[src/rtl/fir_pkg.sv]
// Shared types and constants for the FIR host sequencer.
package fir_pkg;

    localparam int unsigned NUM_COEFF = 4;
    localparam int unsigned DATA_W    = 16;
    localparam int unsigned IDX_W     = $clog2(NUM_COEFF);

    typedef enum logic [2:0] {
        IDLE,
        DR_HOLD,
        DR_RUN,
        LC_ACCEPT,
        LC_HOLD,
        LC_RUN
    } state_t;

endpackage

[src/rtl/flex_counter.sv]
// Clearable up-counter with programmable rollover value and match flag.
module flex_counter #(
    parameter int unsigned WIDTH = 4
) (
    input  logic             clk,
    input  logic             n_rst,
    input  logic             clear,
    input  logic             count_enable,
    input  logic [WIDTH-1:0] rollover_val,
    output logic             rollover_flag
);

    logic [WIDTH-1:0] count;

    always_ff @(posedge clk or negedge n_rst) begin
        if (!n_rst) begin
            count <= '0;
        end else if (clear) begin
            count <= '0;
        end else if (count_enable) begin
            if (count == rollover_val) begin
                count <= WIDTH'(1);
            end else begin
                count <= count + 1'b1;
            end
        end
    end

    assign rollover_flag = (count == rollover_val);

endmodule

[src/rtl/fir_host_sequencer.sv]
// Host-side handshake sequencer feeding samples and coefficient sets to an FIR controller.
module fir_host_sequencer
    import fir_pkg::*;
#(
    parameter int unsigned TIMEOUT = 15
) (
    input  logic              clk,
    input  logic              n_rst,
    input  logic [DATA_W-1:0] sample_in,
    input  logic              sample_valid,
    output logic              sample_ready,
    input  logic [DATA_W-1:0] coeff_in,
    input  logic              coeff_valid,
    output logic              coeff_ready,
    input  logic              modwait,
    input  logic              err,
    input  logic [DATA_W-1:0] fir_out,
    output logic [DATA_W-1:0] sample_data,
    output logic [DATA_W-1:0] fir_coefficient,
    output logic              data_ready,
    output logic              load_coeff,
    output logic [DATA_W-1:0] result,
    output logic              result_valid,
    output logic              result_err,
    output logic              coeff_done,
    output logic              busy
);

    localparam int unsigned           CNT_W    = $clog2(TIMEOUT + 1);
    localparam logic [CNT_W-1:0]      TO_VAL   = CNT_W'(TIMEOUT - 1);
    localparam logic [IDX_W-1:0]      LAST_IDX = IDX_W'(NUM_COEFF - 1);

    state_t           state;
    logic [IDX_W-1:0] idx;
    logic             in_hold;
    logic             timed_out;

    // Counter sits at zero outside the hold states, so each hold starts a fresh window.
    assign in_hold = (state == DR_HOLD) || (state == LC_HOLD);

    flex_counter #(
        .WIDTH(CNT_W)
    ) u_timeout (
        .clk          (clk),
        .n_rst        (n_rst),
        .clear        (!in_hold),
        .count_enable (in_hold),
        .rollover_val (TO_VAL),
        .rollover_flag(timed_out)
    );

    always_ff @(posedge clk or negedge n_rst) begin
        if (!n_rst) begin
            state           <= IDLE;
            idx             <= '0;
            sample_ready    <= 1'b0;
            coeff_ready     <= 1'b0;
            sample_data     <= '0;
            fir_coefficient <= '0;
            data_ready      <= 1'b0;
            load_coeff      <= 1'b0;
            result          <= '0;
            result_valid    <= 1'b0;
            result_err      <= 1'b0;
            coeff_done      <= 1'b0;
            busy            <= 1'b0;
        end else begin
            sample_ready <= 1'b0;
            coeff_ready  <= 1'b0;
            result_valid <= 1'b0;
            coeff_done   <= 1'b0;
            case (state)
                IDLE: begin
                    if (sample_valid) begin
                        sample_ready <= 1'b1;
                        sample_data  <= sample_in;
                        data_ready   <= 1'b1;
                        busy         <= 1'b1;
                        state        <= DR_HOLD;
                    end else if (coeff_valid) begin
                        coeff_ready     <= 1'b1;
                        fir_coefficient <= coeff_in;
                        idx             <= '0;
                        load_coeff      <= 1'b1;
                        busy            <= 1'b1;
                        state           <= LC_HOLD;
                    end
                end
                DR_HOLD: begin
                    if (modwait) begin
                        data_ready <= 1'b0;
                        state      <= DR_RUN;
                    end else if (timed_out) begin
                        data_ready   <= 1'b0;
                        result_err   <= 1'b1;
                        result_valid <= 1'b1;
                        busy         <= 1'b0;
                        state        <= IDLE;
                    end
                end
                DR_RUN: begin
                    if (!modwait) begin
                        result       <= fir_out;
                        result_err   <= err;
                        result_valid <= 1'b1;
                        busy         <= 1'b0;
                        state        <= IDLE;
                    end
                end
                LC_ACCEPT: begin
                    if (coeff_valid) begin
                        coeff_ready     <= 1'b1;
                        fir_coefficient <= coeff_in;
                        load_coeff      <= 1'b1;
                        state           <= LC_HOLD;
                    end
                end
                LC_HOLD: begin
                    if (modwait) begin
                        load_coeff <= 1'b0;
                        state      <= LC_RUN;
                    end else if (timed_out) begin
                        load_coeff <= 1'b0;
                        result_err <= 1'b1;
                        coeff_done <= 1'b1;
                        idx        <= '0;
                        busy       <= 1'b0;
                        state      <= IDLE;
                    end
                end
                LC_RUN: begin
                    if (!modwait) begin
                        if (idx == LAST_IDX) begin
                            coeff_done <= 1'b1;
                            idx        <= '0;
                            busy       <= 1'b0;
                            state      <= IDLE;
                        end else begin
                            idx   <= idx + 1'b1;
                            state <= LC_ACCEPT;
                        end
                    end
                end
                default: begin
                    data_ready <= 1'b0;
                    load_coeff <= 1'b0;
                    busy       <= 1'b0;
                    state      <= IDLE;
                end
            endcase
        end
    end

endmodule

[config.mk]
export PLATFORM = sky130hd
export DESIGN_NAME = fir_host_sequencer
export DESIGN_NICKNAME = d
export VERILOG_FILES = /design/src/rtl/fir_pkg.sv /design/src/rtl/flex_counter.sv /design/src/rtl/fir_host_sequencer.sv
export SDC_FILE = /design/constraint.sdc
export NUM_CORES = 1
export LEC_CHECK = 0
export CAP_MARGIN = 20
export CELL_PAD_IN_SITES_DETAIL_PLACEMENT = 0
export CELL_PAD_IN_SITES_GLOBAL_PLACEMENT = 1
export CORE_MARGIN = 3
export CORE_UTILIZATION = 38
export CTS_BUF_LIST = sky130_fd_sc_hd__clkbuf_2
export DETAILED_ROUTE_END_ITERATION = 10
export PLACE_DENSITY = 0.88
export SYNTH_ARGS = -nofsm -noshare
export SYNTH_HDL_FRONTEND = slang
export SYNTH_HIERARCHICAL = 1
export SYNTH_SLANG_ARGS = --single-unit
[constraint.sdc]
create_clock -name clk -period 2.95 [get_ports clk]
set_input_delay 0.59 -clock clk [delete_from_list [all_inputs] [get_ports clk]]
set_output_delay 0.59 -clock clk [all_outputs]
set_load 0.02 [all_outputs]
==> metrics.cfg <==
[clock_network]
cts.clk_slew.worst_paths_ps=190
cts_htree_levels=3
insertion_delay_ps=450
clock-sinks=65
cts_resized=0
postCtsSetupRepairBufs=0
cts_root_buffer=sky130_fd_sc_hd__clkbuf_2
cts-buffers-inserted=9
clk_path_buf_depth=2
cts_tree=yes
postCtsHoldBufs=0

[power_and_ir_drop]
p_total_mw=4.27
p_per_area_nw_per_um2=1030
leakage_component_of_the_power_nw=1.75
worst_ir_drop_vdd_mv=0.472

[floorplanning]
pin_count=110
die_area_um2=8620
die_w_um=92.8
core_region_area_um2=7290
die_height_um=92.8
std_cell_rows=31
floorplan.initialDensity=0.393

[placement]
placement.setup.worst_slack_ps=674
dp.cells=420
post-dp-hpwl_um=4610
globalplace.congestion=0.756
numPortBuffers=109
detailed_place.area_um2=4050

[synthesis]
yosys_warnings=6
yosysSeqAreaShare=0.568
yosys_reg_bits=65
synth_cell_area_um2=2870
yosys_most_used_dff=sky130_fd_sc_hd__dfrtp_1
postSynthCellCount=216
synthDistinctLibCells=39
syn_area_per_cell_um2=13.3
async_reset_ff_frac=1.00
synth_edf_count=0

[setup_path]
critical_path_peak_fanout=4
path_cells=clkdlybuf4s50_1
reg2reg_slack_ps=1020
worst-endpoint-required_ps=2360
path_delay_family=buffers and inverters
worst_setup_path_end_kind=output port
critical-path-slowest-cell=sky130_fd_sc_hd__clkdlybuf4s50_1
critPathLaunchType=register
worst-setup-path-type=register to output port
slowest_delay_ps=640
critical_path.n_buffers_inverters=1
cp_data_arrival_time_ps=1520

[timing]
post-route-period-util=0.715
totalNegativeSetupSlack_ps=0
timing.fmax_ghz=0.474
max_slew.worst_pin.slew_ps=675
hold-worst-slack_ps=146
finalHoldViolCount=0
setup_slack_ps=840
layout_skew_ps=20.4
slew_viol_final=0
slew_headroom=0.550
clock_period_minus_final_worst_setup_slack_ps=2110
grt_setup_unrepaired=false
setup_viol=0

[finish]
finish.utilization=0.571
final_cell_count_no_fill=436
antenna-diode-count=0
layout_common_cells=108 x sky130_fd_sc_hd__clkdlybuf4s50_1, 65 x sky130_fd_sc_hd__dfrtp_1, 51 x sky130_fd_sc_hd__mux2_2
num-nets-final=388
layout.cell_area.non_filler_um2=4170
share_of_final_layout_standard_cells_stronger_than_drive_strength_1=0.237
final_common_cell=sky130_fd_sc_hd__clkdlybuf4s50_1
areaGrowthSynthToFinish_pct=45.4

[drt]
ant_nets=0
wire_per_inst_um=14.3
firstDrtPassIters=4
detail_route.iter0.violations=123
routed_via_density=4.72
postRouteWirelength_um=6240
detailroute.via_count=2059
remaining_drc_errors=0

[run]
max_cap_violations=0

[outcome]
run_status=finished clean

[grt]
wire_length_of_the_first_global_routing_pass_um=10400
grt_use_total=0.152
first_global_vias=2107
antenna_found_initial=0
globalRouteOverflowTotal=0
grt_start_max_net_pins=31

[worst_hold_path]
timing.hold.worst.class=input port to asynchronous set/reset pin

[per-layer routing]
metal	track usage	wire length, um	share of wire	up-vias
met1	0.196	2570	0.41	986
met2	0.232	3020	0.48	81
met3	0.0593	580	0.093	7
met4	0.0598	71	0.011	0
met5	0	0	0	-
li1	-	-	-	985
[kinds of logic (layout without fill, tap and decap cells)]
family | after synthesis | after routing | share of synthesized area
AOI/OAI and AO/OA | 29 | 29 | 0.0686
xor gates and xnor gates | 4 | 4 | 0.0122
adders and majority gates | 2 | 2 | 0.00873
buffers and inverters | 21 | 140 | 0.0406
DFF | 65 | 65 | 0.568
muxes | 54 | 54 | 0.211
other | 2 | 4 | 0.00262
and+or+nand+nor | 39 | 39 | 0.0887
[layout make-up]
type	count	area, um^2
repair buffers	116	1140
clock inverters	5	56.3
flip-flops and latches	65	1630
fillers	645	3130
clock buffers	11	55.1
multi-input cells	132	1130
inverters	8	30.0
well taps	99	124
[synthesized netlist by cell type (2+ instances only)]
library cell,instances,area (um^2)
sky130_fd_sc_hd__dfrtp_1,65,1630
sky130_fd_sc_hd__nand2_1,7,26.3
sky130_fd_sc_hd__and4_1,2,17.5
sky130_fd_sc_hd__inv_1,8,30.0
sky130_fd_sc_hd__buf_4,5,37.5
sky130_fd_sc_hd__a31oi_1,3,18.8
sky130_fd_sc_hd__o32ai_1,3,26.3
sky130_fd_sc_hd__mux2_2,51,574
sky130_fd_sc_hd__ha_1,2,25.0
sky130_fd_sc_hd__a21o_1,3,22.5
sky130_fd_sc_hd__nand2b_1,5,31.3
sky130_fd_sc_hd__nor4_4,2,42.5
sky130_fd_sc_hd__conb_1,2,7.51
sky130_fd_sc_hd__o22ai_1,2,12.5
sky130_fd_sc_hd__buf_2,2,10.0
sky130_fd_sc_hd__a21oi_1,5,25.0
sky130_fd_sc_hd__o21a_1,2,15.0
sky130_fd_sc_hd__mux2i_1,3,30.0
sky130_fd_sc_hd__nor3_1,4,20.0
sky130_fd_sc_hd__nand3b_1,4,30.0
sky130_fd_sc_hd__nor2b_1,3,18.8
sky130_fd_sc_hd__clkbuf_1,2,7.51
sky130_fd_sc_hd__buf_6,2,22.5
sky130_fd_sc_hd__nor2_1,6,22.5
sky130_fd_sc_hd__xor2_1,4,35.0
sky130_fd_sc_hd__o21ai_0,6,30.0
[flip-flops by register name, summed over array words and instances, names as in the netlist, 2 cells and up]
name,count
fir_coefficient,16
idx,2
result,16
sample_data,16
state,3
u_timeout/count,4
[power breakdown]
part,switching (mW),leakage (nW),internal [mW],total (mW)
combinational,1.00,0.886,1.18,2.18
clock,0.314,0.0719,0.202,0.516
sequential,0.290,0.794,1.29,1.58
total,1.61,1.75,2.67,4.27
[final timing paths]
kind	cells past startpoint	start	to
setup / recovery	1	data_ready	data_ready
hold / removal	1	n_rst	result[3]
setup reg to reg	5	state[0]	fir_coefficient[8]
hold reg to reg	1	load_coeff	load_coeff
max in group asynchronous	2	n_rst	sample_data[2]
min in group clk	1	load_coeff	load_coeff
(Power assumes the default switching activity.)
